## config.mk

```make
export PLATFORM = sky130hd
export DESIGN_NAME = mesh_port_arbiter
export DESIGN_NICKNAME = d
export VERILOG_FILES = /design/src/rtl/mesh_arb_pkg.sv /design/src/rtl/mesh_port_arbiter_rr_pick.sv /design/src/rtl/mesh_port_arbiter.sv
export SDC_FILE = /design/constraint.sdc
export NUM_CORES = 1
export LEC_CHECK = 0
export CORE_AREA = 2 2 110 112
export CTS_CLUSTER_DIAMETER = 200
export DETAILED_ROUTE_END_ITERATION = 12
export DIE_AREA = 0 0 112 114
export DONT_BUFFER_PORTS = 1
export GPL_TIMING_DRIVEN = 0
export PLACE_DENSITY = 0.66
export SLEW_MARGIN = 20
export SYNTH_ARGS = -nofsm -noshare
export SYNTH_HDL_FRONTEND = slang
export SYNTH_SLANG_ARGS = --single-unit
```

## constraint.sdc

```tcl
create_clock -name clk_i -period 5.85 [get_ports clk_i]
set_input_delay 1.17 -clock clk_i [delete_from_list [all_inputs] [get_ports clk_i]]
set_output_delay 1.17 -clock clk_i [all_outputs]
set_load 0.03 [all_outputs]
```

## src/rtl/mesh_arb_pkg.sv

```systemverilog
// Shared types and constants for the mesh output-port arbiter.
package mesh_arb_pkg;

  typedef enum logic [1:0] {
    IDLE  = 2'd0,
    GRANT = 2'd1,
    HOLD  = 2'd2
  } arb_state_e;

  localparam int unsigned N_IN_DEF      = 5;
  localparam int unsigned PAKG_SIZE_DEF = 32;

  // Input-port indices of a mesh router node.
  localparam int unsigned PORT_N     = 0;
  localparam int unsigned PORT_S     = 1;
  localparam int unsigned PORT_E     = 2;
  localparam int unsigned PORT_W     = 3;
  localparam int unsigned PORT_LOCAL = 4;

endpackage

```

## src/rtl/mesh_port_arbiter_rr_pick.sv

```systemverilog
// rr_pick: rotate-priority encoder. Returns the first requester found
// scanning upward from ptr with wrap-around, as one-hot and as an index.
module rr_pick #(
  parameter int unsigned N  = 5,
  parameter int unsigned IW = $clog2(N)
) (
  input  logic [N-1:0]  req,
  input  logic [IW-1:0] ptr,
  output logic [N-1:0]  gnt_oh,
  output logic [IW-1:0] gnt_idx,
  output logic          any
);

  logic [IW-1:0] k;
  logic          found;

  assign any = |req;

  // Walk the N positions starting at ptr; the first set request wins.
  always_comb begin
    gnt_oh  = '0;
    gnt_idx = '0;
    found   = 1'b0;
    k       = '0;
    for (int unsigned i = 0; i < N; i++) begin
      k = IW'((32'(ptr) + i) % N);
      if (!found && req[k]) begin
        found      = 1'b1;
        gnt_oh[k]  = 1'b1;
        gnt_idx    = k;
      end
    end
  end

endmodule

```

## src/rtl/mesh_port_arbiter.sv

```systemverilog
// mesh_port_arbiter: round-robin arbiter sharing one output link among
// N_IN route-filtered input FIFOs, with a one-entry output register.
// Optional per-input grant counters are compiled in with `define ARB_STATS_EN.
module mesh_port_arbiter
  import mesh_arb_pkg::*;
#(
  parameter int unsigned N_IN      = N_IN_DEF,
  parameter int unsigned PAKG_SIZE = PAKG_SIZE_DEF,
  parameter int unsigned CNT_W     = 16
) (
  input  logic                      clk_i,
  input  logic                      rst_i,
  input  logic [N_IN-1:0]           pndng_i,
  input  logic [N_IN*PAKG_SIZE-1:0] data_i,
  output logic [N_IN-1:0]           pop_o,
  output logic                      pndng_o,
  output logic [PAKG_SIZE-1:0]      data_o,
  input  logic                      pop_i,
  output logic [N_IN*CNT_W-1:0]     gnt_cnt_o
);

  localparam int unsigned IW = $clog2(N_IN);

  arb_state_e           state_q;
  logic [IW-1:0]        ptr_q;
  logic [IW-1:0]        gnt_q;
  logic [N_IN-1:0]      gnt_oh_q;
  logic [N_IN-1:0]      win_oh;
  logic [IW-1:0]        win_idx;
  logic                 win_any;
  logic                 gnt_live;
  logic [IW-1:0]        ptr_nxt;
  logic [PAKG_SIZE-1:0] data_arr [N_IN];

  rr_pick #(.N(N_IN), .IW(IW)) u_pick (
    .req     (pndng_i),
    .ptr     (ptr_q),
    .gnt_oh  (win_oh),
    .gnt_idx (win_idx),
    .any     (win_any)
  );

  // Unpack the flat head-packet bus into one word per input.
  always_comb begin
    for (int unsigned k = 0; k < N_IN; k++) begin
      data_arr[k] = data_i[k*PAKG_SIZE +: PAKG_SIZE];
    end
  end

  // A grant completes only if the granted FIFO still has its packet; the
  // pop strobe is gated by the live request so a withdrawn request is never popped.
  assign gnt_live = pndng_i[gnt_q];
  assign pop_o    = (state_q == GRANT) ? (gnt_oh_q & pndng_i) : '0;
  assign ptr_nxt  = (gnt_q == IW'(N_IN - 1)) ? '0 : gnt_q + IW'(1);

  // Arbitration FSM with the output register.
  always_ff @(posedge clk_i or negedge rst_i) begin
    if (!rst_i) begin
      state_q  <= IDLE;
      ptr_q    <= '0;
      gnt_q    <= '0;
      gnt_oh_q <= '0;
      pndng_o  <= 1'b0;
      data_o   <= '0;
    end else begin
      case (state_q)
        IDLE: begin
          if (win_any) begin
            gnt_q    <= win_idx;
            gnt_oh_q <= win_oh;
            state_q  <= GRANT;
          end
        end
        GRANT: begin
          if (gnt_live) begin
            data_o  <= data_arr[gnt_q];
            pndng_o <= 1'b1;
            ptr_q   <= ptr_nxt;
            state_q <= HOLD;
          end else begin
            state_q <= IDLE;
          end
        end
        HOLD: begin
          if (pop_i) begin
            pndng_o <= 1'b0;
            if (win_any) begin
              gnt_q    <= win_idx;
              gnt_oh_q <= win_oh;
              state_q  <= GRANT;
            end else begin
              state_q  <= IDLE;
            end
          end
        end
        default: state_q <= IDLE;
      endcase
    end
  end

`ifdef ARB_STATS_EN
  logic [CNT_W-1:0] cnt_q [N_IN];

  // Saturating count of completed grants per input.
  always_ff @(posedge clk_i or negedge rst_i) begin
    if (!rst_i) begin
      for (int unsigned k = 0; k < N_IN; k++) begin
        cnt_q[k] <= '0;
      end
    end else if (state_q == GRANT && gnt_live && cnt_q[gnt_q] != '1) begin
      cnt_q[gnt_q] <= cnt_q[gnt_q] + CNT_W'(1);
    end
  end

  // Flatten the counters onto the output bus.
  always_comb begin
    gnt_cnt_o = '0;
    for (int unsigned k = 0; k < N_IN; k++) begin
      gnt_cnt_o[k*CNT_W +: CNT_W] = cnt_q[k];
    end
  end
`else
  assign gnt_cnt_o = '0;
`endif

endmodule

```

Yosys cells after proc, flatten, opt, wreduce, memory -nomap -nowiden
Cells that the tools add are included.
{ "totals": {"ff_bits": 46, "input_bits": 168, "out_inout_bits": 118, "word_cells": 116} }
{ "classes": {"addsub": 5, "n_div": 5, "order_cmp": 12, "n_eq_ne": 6, "muxes": 55, "bitwise_logic": 6, "n_reduce_logical": 21} }
{ "op_table": {"columns": ["cell", "n"], "rows": [
  ["$mod 32x3->32 const B", 4],
  ["$bmux 32 s3", 1],
  ["$mux 32", 2],
  ["$mux 5", 8],
  ["$mod 3x3->32 const B", 1],
  ["$lt 3x4->1 const B", 6],
  ["$mux 3", 8],
  ["$or 5x5->5", 4],
  ["$bmux 1 s3", 6],
  ["$mux 1", 18],
  ["$demux 1 s3", 5],
  ["$ge 3x1->1 const B", 5],
  ["$pmux 5 s2", 1],
  ["$logic_and 1x1->1", 9],
  ["$add 3x2->4 const B", 2],
  ["$mux 2", 3],
  ["$pmux 2 s3", 1],
  ["$pmux 3 s2", 1],
  ["$reduce_and 2->1", 3],
  ["$and 5x5->5", 1],
  ["$reduce_or 5->1", 1],
  ["$add 3x1->4 const B", 1],
  ["$add 3x3->4 const B", 1],
  ["$ge 4x4->1 const B", 1],
  ["other kinds (12)", 17]
]} }

Depth between registers and ports, before layout
Gate-level depths: netlist of run 1.
{ "depth": {"ltp_word": 19, "ltp_mapped": 20, "mapped_depth_nobuf": 19} }

Cells and area by module
A second synthesis of run 1 with hierarchy kept.
{ "unflattened": {"hier_cells": 638, "area_unflattened_um2": 5632.9} }
{ "by_module_without_submodules": {"columns": ["module", "n_inst", "cells_per_inst", "area_each_um2"], "rows": [
  ["mesh_port_arbiter", 1, 390, 3867.5],
  ["rr_pick", 1, 248, 1765.4]
]} }

Worst setup path before layout of run 1
Ideal clock, no wire load.
{ "synth_timing": {"path_kind": "register -> register", "startpoint": "register ptr_q[0]", "endpoint": "register gnt_oh_q[1]", "setup_time_ps": 65, "arrival_ps": 4184, "slack_ps": 1601, "stages_incl_launch_ff": 21, "n_path_buf": 1, "period_less_slack_ps": 4249, "cell_sequence": "dfrtp_1 > inv_1 > buf_2 > ha_1 > inv_1 > ha_1 > inv_1 > ha_1 > nor3_1 > nor2_1 > xnor2_1 > ha_1 > inv_1 > nor2_1 > o22ai_4 > mux2i_1 > a311oi_2 > o2bb2ai_2 > nand3_2 > o31ai_2 > o22a_1"} }
{ "synth_via": {"elab_chain_cells": 19, "word_cells_on_any_way": 68, "classes_between": "add/sub (4); div (5); order compare (10); mux (32); bitwise (4); reduce/logical (13)"} }
{ "synth_rtl": {"columns": ["item", "line_no", "source"], "rows": [
  ["from (decl)", "mesh_port_arbiter.sv:25", "logic [IW-1:0] ptr_q;"],
  ["from (signal assigned)", "mesh_port_arbiter.sv:78", "ptr_q <= ptr_nxt;"],
  ["branches (longest 15 deep; another with $mod 32x3->32)", null, null],
  ["$mux 5 *", "mesh_port_arbiter_rr_pick.sv:27", "if (!found && req[k]) begin"],
  ["$mux 5 *", "mesh_port_arbiter.sv:68, mesh_port_arbiter.sv:87", null],
  ["$mux 5", "mesh_port_arbiter.sv:85", "if (pop_i) begin"],
  ["$pmux 5 s2 *", "mesh_port_arbiter.sv:66", "case (state_q)"],
  ["to (signal assigned)", "mesh_port_arbiter.sv:70", "gnt_oh_q <= win_oh;"],
  ["to (signal assigned)", "mesh_port_arbiter.sv:89", "gnt_oh_q <= win_oh;"],
  ["to (decl)", "mesh_port_arbiter.sv:27", "logic [N_IN-1:0] gnt_oh_q;"]
]} }
Mark *: on every way between the ends. The select of a mux whose other input is x is not followed.
A chain may end at the register's enable or synchronous reset.

Worst setup path after layout of run 1
Ends and elaborated chain as after synthesis.

==> results.py, run 1 <==
metrics = {
    "timing": {
        "slew_violations": 0,
        "finalWorstSetupSlack_ns": 0.744,
        "maxSlewHeadroom_pct": 33.3,
        "fin_crit_ns": 5.11,
        "fin_skew_ns": 0.00449,
        "fmax_ghz": 0.196,
        "tns_ns": 0,
        "setup-violations-final": 0,
        "rsz0062_at_grt": "no",
        "hold_viol": 0,
        "min_period_over_period_pct": 87.3,
        "tightest_slew_ns": 0.992,
    },
    "final_layout": {
        "area_growth_pct": 11.9,
        "regArea_um2": 1150,
        "drive_gt1_share_pct": 23.9,
        "final_common_cell": "buf_4",
        "multiInputGateArea_um2": 3490,
        "nNetsFinal": 850,
        "layout_common_cells": "buf_4, conb_1, nor2_1",
        "nFillCells": 1137,
    },
    "clock_tree": {
        "cts_setup_buffers": 0,
        "cts_buffers": 5,
        "hold_buffers": 0,
        "path_clk_slew_ns": 0.06,
        "root_buffer": "clkbuf_16",
        "htree_levels": 2,
        "worstSkewPairLatency_ns": 0.28,
        "cts_num_sinks": 46,
        "clk_path_buf_depth": 2,
        "cts_resized": 0,
        "tritoncts": "done",
    },
    "place": {
        "port_buffers": 0,
        "dpl.hpwl_um": 12500,
        "dp_slack_ns": 0.813,
        "gp_congestion": 0.859,
    },
    "synth": {
        "synth_cells": 575,
        "synth_edf_count": 0,
        "synth_top_flop_cell": "dfrtp_1",
        "netlist_top_cells_area": "dfrtp_1, mux4_2, buf_4",
        "synth_top_area_cell": "dfrtp_1",
        "yosys_register_bits": 46,
        "seq_area_frac_synth_pct": 22.2,
        "syn_area_um2": 5190,
        "ys_types": 76,
        "syn_area_per_cell_um2": 9.03,
        "synth_top_area_share_pct": 22.2,
        "synth-warning-count": 0,
        "synthArstFlopShare_pct": 100,
    },
    "drt": {
        "wl_per_cell_um": 19.0,
        "totalWireLength_um": 15300,
        "drtPass1Iterations": 5,
        "ant_nets": 0,
        "drc": 0,
        "drt_first_iter_violations": 438,
        "vias": 4635,
        "post_drt_via_cell_ratio": 5.73,
    },
    "floorplan": {
        "chipWidth_um": 112,
        "io_pins": 286,
        "row_count": 40,
        "fp.dieH_um": 114,
        "core-area_um2": 11700,
        "die_area_um2": 12800,
        "initial_core_util_pct": 44.3,
    },
    "hold_path": {
        "hp-class": "reg -> reg",
        "hp-start": "gnt_oh_q[2]$_DFFE_PN0P_",
        "whs_path_depth": 1,
        "hold_end": "gnt_oh_q[2]$_DFFE_PN0P_",
    },
    "global_routing": {
        "grt_max_degree": 47,
        "use_met1_pct": 29.7,
        "overflow": 0,
        "antenna_found_initial": 1,
        "grt_pass1_wl_um": 23000,
        "grt_pass1_vias": 4370,
        "grtUsageMet2_pct": 36.9,
        "grt_usage_pct": 22.5,
        "top_usage_layer": "met2",
        "use_met3_pct": 6.43,
    },
    "worst_setup_path": {
        "cp_slowest_cell": "dfrtp_1",
        "rrSetupSlack_ns": 0.74,
        "regToRegStartpoint": "ptr_q[0]$_DFFE_PN0P_",
        "startpoint": "ptr_q[0]$_DFFE_PN0P_",
        "worstPathArrival_ns": 5.33,
        "path_cells": "inv_1, buf_2, ha_1, inv_1, ha_1, inv_1, ha_1, nor3_1, nor2_1, xnor2_1, ha_1, inv_1, nor2_1, o22ai_4, mux2i_1, a311oi_2, o2bb2ai_2, nand3_2, o31ai_2, o22a_1",
        "reg2regPathDepth": 20,
        "cp-end-kind": "flip-flop",
        "worstReg2RegEnd": "gnt_oh_q[1]$_DFFE_PN0P_",
        "slowest_delay_ns": 0.51,
        "startpoint_type": "flip-flop",
        "crit_required_ns": 6.07,
        "crit_type": "reg -> reg",
        "path_max_fanout": 13,
    },
    "pwr": {
        "p_switching_w": 0.00258,
        "p_sw_share_pct": 56.0,
        "vdd_drop_max_uv": 257,
        "p_int_w": 0.00203,
        "p_leak_nw": 2.62,
        "power_density_nw_per_um2": 793,
        "p_clk_share_pct": 5.9,
        "pwr-share-seq_pct": 18.8,
        "comb_power_share_pct": 75.3,
    },
    "status": {
        "outcome": "completed",
    },
    "job": {
        "maxCapViolations": 0,
    },
}
==> through the flow <==
step | power, W | util (%) | std cells | hold WS (ns) | instance area, µm²
floorplan | 0.00360 | - | 654 | 0.448 | 5490
global placement | 0.00421 | 48.5 | 801 | 0.489 | 5670
detailed placement | 0.00427 | 48.5 | 801 | 0.495 | 5670
CTS | 0.00457 | 49.6 | 808 | 0.512 | 5810
global route | 0.00500 | 49.6 | 809 | 0.539 | 5810
finish | 0.00461 | 49.6 | 809 | 0.507 | 5810
==> power groups by stage <==
stage,logic [W],registers (W),clock network [W]
global placement,0.00335,0.000866,0
detailed placement,0.00340,0.000871,0
finish,0.00347,0.000866,0.000272
global route,0.00382,0.000888,0.000293
CTS,0.00342,0.000865,0.000276
floorplan,0.00279,0.000811,0
==> sequential cells by signal (all words and copies together) (netlist names) <==
register	flops
gnt_q	3
data_o	32
state_q	2
gnt_oh_q	5
ptr_q	3
pndng_o	1
==> critical path, delay by kind of cell (launching register included) <==
family | cells | cell delay, ns
AO/OA/AOI/OAI | 5 | 1.15
XOR/XNOR | 1 | 0.32
adder cells (fa/ha/maj) | 4 | 1.24
buffers and inverters | 5 | 0.85
flip-flops | 1 | 0.51
multiplexers | 1 | 0.22
AND/OR/NAND/NOR | 4 | 0.73
==> final cells by class <==
class,count,area share (%)
antenna,1,0.0431
buffer,117,13.2
clock buffer,5,2.15
clock inverter,2,0.172
inverter,22,1.46
multi-input combinational,469,60.0
sequential,46,19.8
tap,147,3.16
==> logic make-up (layout without fill, tap and decap cells) <==
group / Yosys count / after routing / synth area share, %
AOI/OAI and AO/OA: 165 / 165 / 23.1
xor gates and xnor gates: 12 / 12 / 2.46
adders and majority gates: 21 / 21 / 5.06
buffers and inverters: 139 / 146 / 16.4
DFF: 46 / 46 / 22.2
muxes: 47 / 47 / 17.1
other: 1 / 81 / 0.0722
and+or+nand+nor: 144 / 144 / 13.8
==> cell usage after synthesis, types with 4 or more instances <==
| master | number |
|---|---|
| buf_4 | 82 |
| nor2_1 | 54 |
| a21oi_1 | 50 |
| dfrtp_1 | 46 |
| a22oi_1 | 33 |
| mux4_2 | 33 |
| nand2_1 | 30 |
| clkbuf_1 | 27 |
| ha_1 | 21 |
| inv_1 | 19 |
| mux2i_1 | 11 |
| nand3_1 | 11 |
| o21ai_0 | 11 |
| a31oi_1 | 10 |
| xnor2_1 | 8 |
| and3_1 | 7 |
| nor3_1 | 7 |
| o22ai_1 | 6 |
| nand2b_1 | 5 |
| nand4_1 | 5 |
| nor2b_1 | 5 |
| and2_1 | 4 |
| buf_1 | 4 |
| o211ai_1 | 4 |
| o21a_1 | 4 |
| o21ai_1 | 4 |
| o221ai_1 | 4 |
==> how the worst max path moves through the flow <==
stage                                         end  cells past startpoint  slack (ns)
after global routing      gnt_oh_q[1]$_DFFE_PN0P_                     20        0.22
after floorplan           gnt_oh_q[1]$_DFFE_PN0P_                     20        1.60
after CTS                 gnt_oh_q[1]$_DFFE_PN0P_                     20        0.77
final                     gnt_oh_q[1]$_DFFE_PN0P_                     20        0.74
after global placement    gnt_oh_q[1]$_DFFE_PN0P_                     20        0.90
after detailed placement  gnt_oh_q[1]$_DFFE_PN0P_                     20        0.81
==> per-layer routing <==
metal  part of all wire (%)  wire (µm)
met5                      0          0
met4                    1.7        255
met3                     11       1680
met2                     48       7360
met1                     39       6060
Note: power is estimated with default switching activity, not from simulation.
==> inputs of run 2 (changes only) <==
- CELL_PAD_IN_SITES_DETAIL_PLACEMENT: default -> 0
- CELL_PAD_IN_SITES_GLOBAL_PLACEMENT: default -> 1
- CORE_AREA: 2 2 110 112 -> 2 2 124 114
- DIE_AREA: 0 0 112 114 -> 0 0 126 116
- PLACE_DENSITY: 0.66 -> 0.77
- SLEW_MARGIN: 20 -> 5
==> run 2 against run 1 <==
Sequential power about the same. Register-to-register slack got worse by 0.13 ns. Power rose by 1.6%. Sequential share of layout area is 0.072 points lower. Flip-flop and latch count is the same. Cell count is 2.5% higher. Design area rose by 0.37%. Clock-buffer cell count rose by 2. Core utilization down 5.5 points. Combinational power up 2%.
==> results.py, run 2 (synthesized netlist as in run 1, its figures left out) <==
metrics = {
    "pwr": {
        "vdd_drop_max_uv": 249,
        "p_int_w": 0.00204,
        "comb_power_share_pct": 75.8,
        "power_density_nw_per_um2": 803,
        "p_sw_share_pct": 56.5,
        "p_clk_share_pct": 5.7,
        "pwr-share-seq_pct": 18.4,
        "p_switching_w": 0.00264,
        "finalPower_w": 0.00468,
        "p_leak_nw": 2.61,
    },
    "timing": {
        "fmax_ghz": 0.191,
        "hold_viol": 0,
        "fin_skew_ns": 0.00253,
        "tns_ns": 0,
        "slew_violations": 0,
        "tightest_slew_ns": 1.06,
        "rsz0062_at_grt": "no",
        "setup-violations-final": 0,
        "fin_crit_ns": 5.23,
        "min_period_over_period_pct": 89.5,
        "timing.hold.ws_ns": 0.489,
        "maxSlewHeadroom_pct": 28.6,
    },
    "drt": {
        "route.met3.wl_um": 1500,
        "drt_first_iter_violations": 374,
        "wl_met2_um": 7710,
        "wl_per_cell_um": 19.7,
        "drt-met1-wl_um": 6920,
        "drc": 0,
        "ant_nets": 0,
        "post_drt_via_cell_ratio": 5.62,
        "totalWireLength_um": 16300,
        "vias": 4658,
        "drtPass1Iterations": 5,
        "dr.max_layer_used": "met4",
    },
    "final_layout": {
        "top_regs": "data_o (32), gnt_oh_q (5)",
        "largest_reg_flops": 32,
        "regArea_um2": 1150,
        "stdcell_count": 829,
        "nNetsFinal": 850,
        "antenna_cells": 0,
        "area_growth_pct": 12.3,
        "layout_common_cells": "buf_4, conb_1, nor2_1",
        "regMostFlops": "data_o",
        "nFillCells": 1309,
        "final_common_cell": "buf_4",
        "multiInputGateArea_um2": 3490,
        "drive_gt1_share_pct": 23.6,
    },
    "global_routing": {
        "grt_pass1_vias": 4378,
        "grt_pass1_wl_um": 23900,
        "overflow": 0,
        "antenna_found_initial": 0,
        "grt_max_degree": 47,
        "grt_usage_pct": 20.6,
    },
    "floorplan": {
        "initial_core_util_pct": 39.3,
        "chipWidth_um": 126,
        "row_count": 40,
        "die_area_um2": 14600,
        "core-area_um2": 13200,
        "io_pins": 286,
        "fp.dieH_um": 116,
    },
    "worst_setup_path": {
        "regToRegStartpoint": "ptr_q[0]$_DFFE_PN0P_",
        "endpoint": "gnt_oh_q[1]$_DFFE_PN0P_",
        "worstPathArrival_ns": 5.46,
        "rrSetupSlack_ns": 0.62,
        "worstReg2RegEnd": "gnt_oh_q[1]$_DFFE_PN0P_",
        "path_max_fanout": 13,
        "startpoint": "ptr_q[0]$_DFFE_PN0P_",
        "startpoint_type": "flip-flop",
        "cp-end-kind": "flip-flop",
        "reg2regPathDepth": 20,
        "crit_required_ns": 6.08,
        "crit_type": "reg -> reg",
    },
    "clock_tree": {
        "cts_resized": 0,
        "htree_levels": 2,
        "root_buffer": "clkbuf_16",
        "cts_num_sinks": 46,
        "path_clk_slew_ns": 0.06,
        "hold_buffers": 0,
        "clk_path_buf_depth": 2,
        "worstSkewPairLatency_ns": 0.29,
        "tritoncts": "done",
        "cts_buffers": 5,
        "cts_setup_buffers": 0,
    },
    "place": {
        "gp_congestion": 0.906,
        "dp.cells": 822,
        "port_buffers": 0,
        "dpl.hpwl_um": 13400,
    },
    "status": {
        "outcome": "completed",
    },
    "job": {
        "maxCapViolations": 0,
    },
    "hold_path": {
        "hp-class": "reg -> reg",
    },
}
-- run 2: how the worst min path moves through the flow --
stage                                  startpoint                       to  slack (ns)  cells past startpoint
after global routing      gnt_oh_q[1]$_DFFE_PN0P_  gnt_oh_q[1]$_DFFE_PN0P_        0.53                      1
final                     gnt_oh_q[4]$_DFFE_PN0P_  gnt_oh_q[4]$_DFFE_PN0P_        0.49                      2
after detailed placement  gnt_oh_q[4]$_DFFE_PN0P_  gnt_oh_q[4]$_DFFE_PN0P_        0.48                      2
after CTS                 gnt_oh_q[4]$_DFFE_PN0P_  gnt_oh_q[4]$_DFFE_PN0P_        0.49                      2
after global placement    gnt_oh_q[4]$_DFFE_PN0P_  gnt_oh_q[4]$_DFFE_PN0P_        0.47                      2
after floorplan           gnt_oh_q[4]$_DFFE_PN0P_  gnt_oh_q[4]$_DFFE_PN0P_        0.45                      2
-- run 2: stage by stage --
| step | util, % | worst slack [ns] | instance area [µm²] |
|---|---|---|---|
| 6_report | 44.1 | 0.616 | 5830 |
| 4_1_cts | 44.1 | 0.703 | 5830 |
| 2_1_floorplan | - | 1.60 | 5490 |
| 3_5_place_dp | 43.1 | 0.736 | 5700 |
| 5_1_grt | 44.1 | 0.207 | 5830 |
| 3_3_place_gp | 43.1 | 0.857 | 5700 |
-- run 2: power groups by stage --
stage                     registers, W  clock network, W  logic [W]
after floorplan               0.000811                 0    0.00279
after detailed placement      0.000873                 0    0.00347
after global placement        0.000868                 0    0.00337
final                         0.000864          0.000268    0.00355
after global routing          0.000885          0.000286    0.00388
after CTS                     0.000867          0.000275    0.00349
-- run 2: worst max-delay path, stage by stage, from the launching register on --
cell,delay (ns)
dfrtp_1,0.51
inv_1,0.23
buf_2,0.38
ha_1,0.37
inv_1,0.11
ha_1,0.41
inv_1,0.09
ha_1,0.21
nor3_1,0.28
nor2_1,0.10
xnor2_1,0.36
ha_1,0.30
inv_1,0.08
nor2_1,0.20
o22ai_4,0.15
mux2i_1,0.22
a311oi_2,0.37
o2bb2ai_2,0.19
nand3_2,0.18
o31ai_2,0.28
o22a_1,0.15
-- run 2: layer usage --
metal  global-route usage, %  up-vias
met4                    3.96        0
met2                    32.9      269
li1                        -     2140
met3                    5.45       17
met1                    28.5     2232
met5                       0        -
-- run 2: final cells by class --
| cell class | count | area share, % |
|---|---|---|
| multi-input cells | 469 | 59.8 |
| well taps | 168 | 3.60 |
| inverters | 22 | 1.46 |
| clock buffers | 7 | 2.27 |
| flip-flops and latches | 46 | 19.7 |
| plain buffers | 117 | 13.1 |
==> inputs of run 3 (changes only) <==
- CORE_AREA: 2 2 124 114 -> 3 3 125 115
- CTS_CLUSTER_SIZE: default -> 40
- DIE_AREA: 0 0 126 116 -> 0 0 128 118
==> run 3 against run 2 <==
Clock-buffer cell count is 1 lower. Worst setup slack worse by 0.0028 ns. Power is 1.5% higher. Cell count is 0.12% higher. Largest power group unchanged. Sequential power hardly changed. Wire length is 1.3% lower. Register-to-register slack hardly changed.
==> results.py, run 3 (synthesized netlist as in run 1, its figures left out) <==
metrics = {
    "timing": {
        "min_period_over_period_pct": 89.5,
        "maxSlewHeadroom_pct": 31.3,
        "setup-violations-final": 0,
        "slew_violations": 0,
        "hold_viol": 0,
        "fin_skew_ns": 0.00464,
        "fmax_ghz": 0.191,
        "rsz0062_at_grt": "no",
        "fin_crit_ns": 5.24,
        "tns_ns": 0,
        "tightest_slew_ns": 1.02,
    },
    "place": {
        "gp_congestion": 0.908,
        "place_area_um2": 5700,
        "dpl.hpwl_um": 13300,
        "port_buffers": 0,
    },
    "worst_setup_path": {
        "reg2regPathDepth": 20,
        "crit_type": "reg -> reg",
        "path_max_fanout": 13,
        "worstReg2RegEnd": "gnt_oh_q[2]$_DFFE_PN0P_",
        "regToRegStartpoint": "ptr_q[0]$_DFFE_PN0P_",
        "path_cells": "inv_1, buf_2, ha_1, inv_1, ha_1, inv_1, ha_1, nor3_1, nor2_1, xnor2_1, ha_1, inv_1, nor2_1, o22ai_4, mux2i_1, a311oi_2, o2bb2ai_2, and2_1, nor4b_2, o22a_1",
        "worstPathArrival_ns": 5.47,
        "crit_required_ns": 6.08,
        "slowest_delay_ns": 0.51,
        "rrSetupSlack_ns": 0.61,
        "cp_slowest_cell": "dfrtp_1",
        "startpoint_type": "flip-flop",
        "cp-end-kind": "flip-flop",
    },
    "final_layout": {
        "area_growth_pct": 13.6,
        "final_common_cell": "buf_4",
        "antenna_cells": 0,
        "nNetsFinal": 850,
        "stdcell_area_um2": 5900,
        "drive_gt1_share_pct": 24.0,
        "regMostFlops": "data_o",
        "largest_reg_flops": 32,
        "layout_common_cells": "buf_4, conb_1, nor2_1",
        "top_regs": "data_o (32), gnt_oh_q (5)",
        "post-route-util_pct": 44.6,
    },
    "status": {
        "outcome": "completed",
    },
    "drt": {
        "post_drt_via_cell_ratio": 5.63,
        "drc": 0,
        "totalWireLength_um": 16100,
        "vias": 4673,
        "ant_nets": 0,
        "drtPass1Iterations": 6,
        "drt_first_iter_violations": 453,
        "wl_per_cell_um": 19.4,
    },
    "clock_tree": {
        "cts_setup_buffers": 0,
        "path_clk_slew_ns": 0.06,
        "cts_resized": 0,
        "worstSkewPairLatency_ns": 0.29,
        "root_buffer": "clkbuf_16",
        "cts_buffers": 5,
        "clk_path_buf_depth": 2,
        "hold_buffers": 0,
        "htree_levels": 2,
        "cts_num_sinks": 46,
        "tritoncts": "done",
    },
    "global_routing": {
        "grtUsageMet2_pct": 30.6,
        "overflow": 0,
        "antenna_found_initial": 3,
        "use_met3_pct": 5.85,
        "grt_pass1_vias": 4410,
        "grt_max_degree": 47,
        "grt_pass1_wl_um": 23900,
        "grt_usage_pct": 19.7,
        "use_met1_pct": 27.5,
        "top_usage_layer": "met2",
    },
    "hold_path": {
        "hp-start": "gnt_oh_q[4]$_DFFE_PN0P_",
        "hp-class": "reg -> reg",
        "hold_end": "gnt_oh_q[4]$_DFFE_PN0P_",
        "whs_path_depth": 2,
    },
    "floorplan": {
        "initial_core_util_pct": 39.3,
        "chipWidth_um": 128,
        "fp.dieH_um": 118,
        "core-area_um2": 13200,
        "die_area_um2": 15100,
        "io_pins": 286,
        "row_count": 40,
    },
    "pwr": {
        "vdd_drop_max_uv": 258,
        "power_density_nw_per_um2": 806,
        "p_leak_nw": 2.65,
    },
    "job": {
        "maxCapViolations": 0,
    },
}
run 3: cell count changes in the layout (fill, tap and decap cells not counted):
cell | previous run | this run
bufinv_16 | 0 | 2
clkbuf_1 | 29 | 27
clkbuf_8 | 0 | 1
run 3: area by class of cell:
class                   instances  area (µm²)
multi-input cells             469        3490
well taps                     168         210
plain buffers                 117         764
clock inverters                 2        60.1
inverters                      22        85.1
fillers                      1286        7310
flip-flops and latches         46        1150
clock buffers                   6         139
run 3: worst max-delay path: cells and delay by family (launching register included):
kind	cells	cell delay, ns
adders and majority gates	4	1.27
and+or+nand+nor	5	1.05
AOI/OAI and AO/OA	4	0.89
buffers and inverters	5	0.87
DFF	1	0.51
xor gates and xnor gates	1	0.37
muxes	1	0.21
run 3: worst max path at each step:
stage	startpoint	to	slack, ns
3_5_place_dp	ptr_q[0]$_DFFE_PN0P_	gnt_oh_q[2]$_DFFE_PN0P_	0.70
5_1_grt	ptr_q[0]$_DFFE_PN0P_	gnt_oh_q[2]$_DFFE_PN0P_	0.22
3_3_place_gp	ptr_q[0]$_DFFE_PN0P_	gnt_oh_q[2]$_DFFE_PN0P_	0.86
2_1_floorplan	ptr_q[0]$_DFFE_PN0P_	gnt_oh_q[1]$_DFFE_PN0P_	1.60
4_1_cts	ptr_q[0]$_DFFE_PN0P_	gnt_oh_q[2]$_DFFE_PN0P_	0.63
6_report	ptr_q[0]$_DFFE_PN0P_	gnt_oh_q[2]$_DFFE_PN0P_	0.61
run 3: through the flow:
stage / cells / setup slack (ns) / hold slack, ns / total power (W)
finish: 830 / 0.613 / 0.499 / 0.00476
global route: 830 / 0.216 / 0.525 / 0.00511
CTS: 830 / 0.629 / 0.500 / 0.00471
detailed placement: 822 / 0.698 / 0.480 / 0.00431
global placement: 822 / 0.865 / 0.469 / 0.00423
floorplan: 654 / 1.60 / 0.448 / 0.00360
run 3: power by group:
part / switching, W / internal (W) / total [W] / leakage [nW]
Combinational: 0.00212 / 0.00139 / 0.00351 / 2.02
Sequential: 0.000382 / 0.000485 / 0.000867 / 0.529
Clock: 0.000123 / 0.000257 / 0.000380 / 0.0971
Total: 0.00262 / 0.00213 / 0.00476 / 2.65
run 3: metal layers:
metal / vias to the layer above / part of all wire [%]
li1: 2139 / -
met1: 2200 / 43
met2: 298 / 45
met3: 30 / 11
met4: 6 / 1.1
met5: - / 0.25
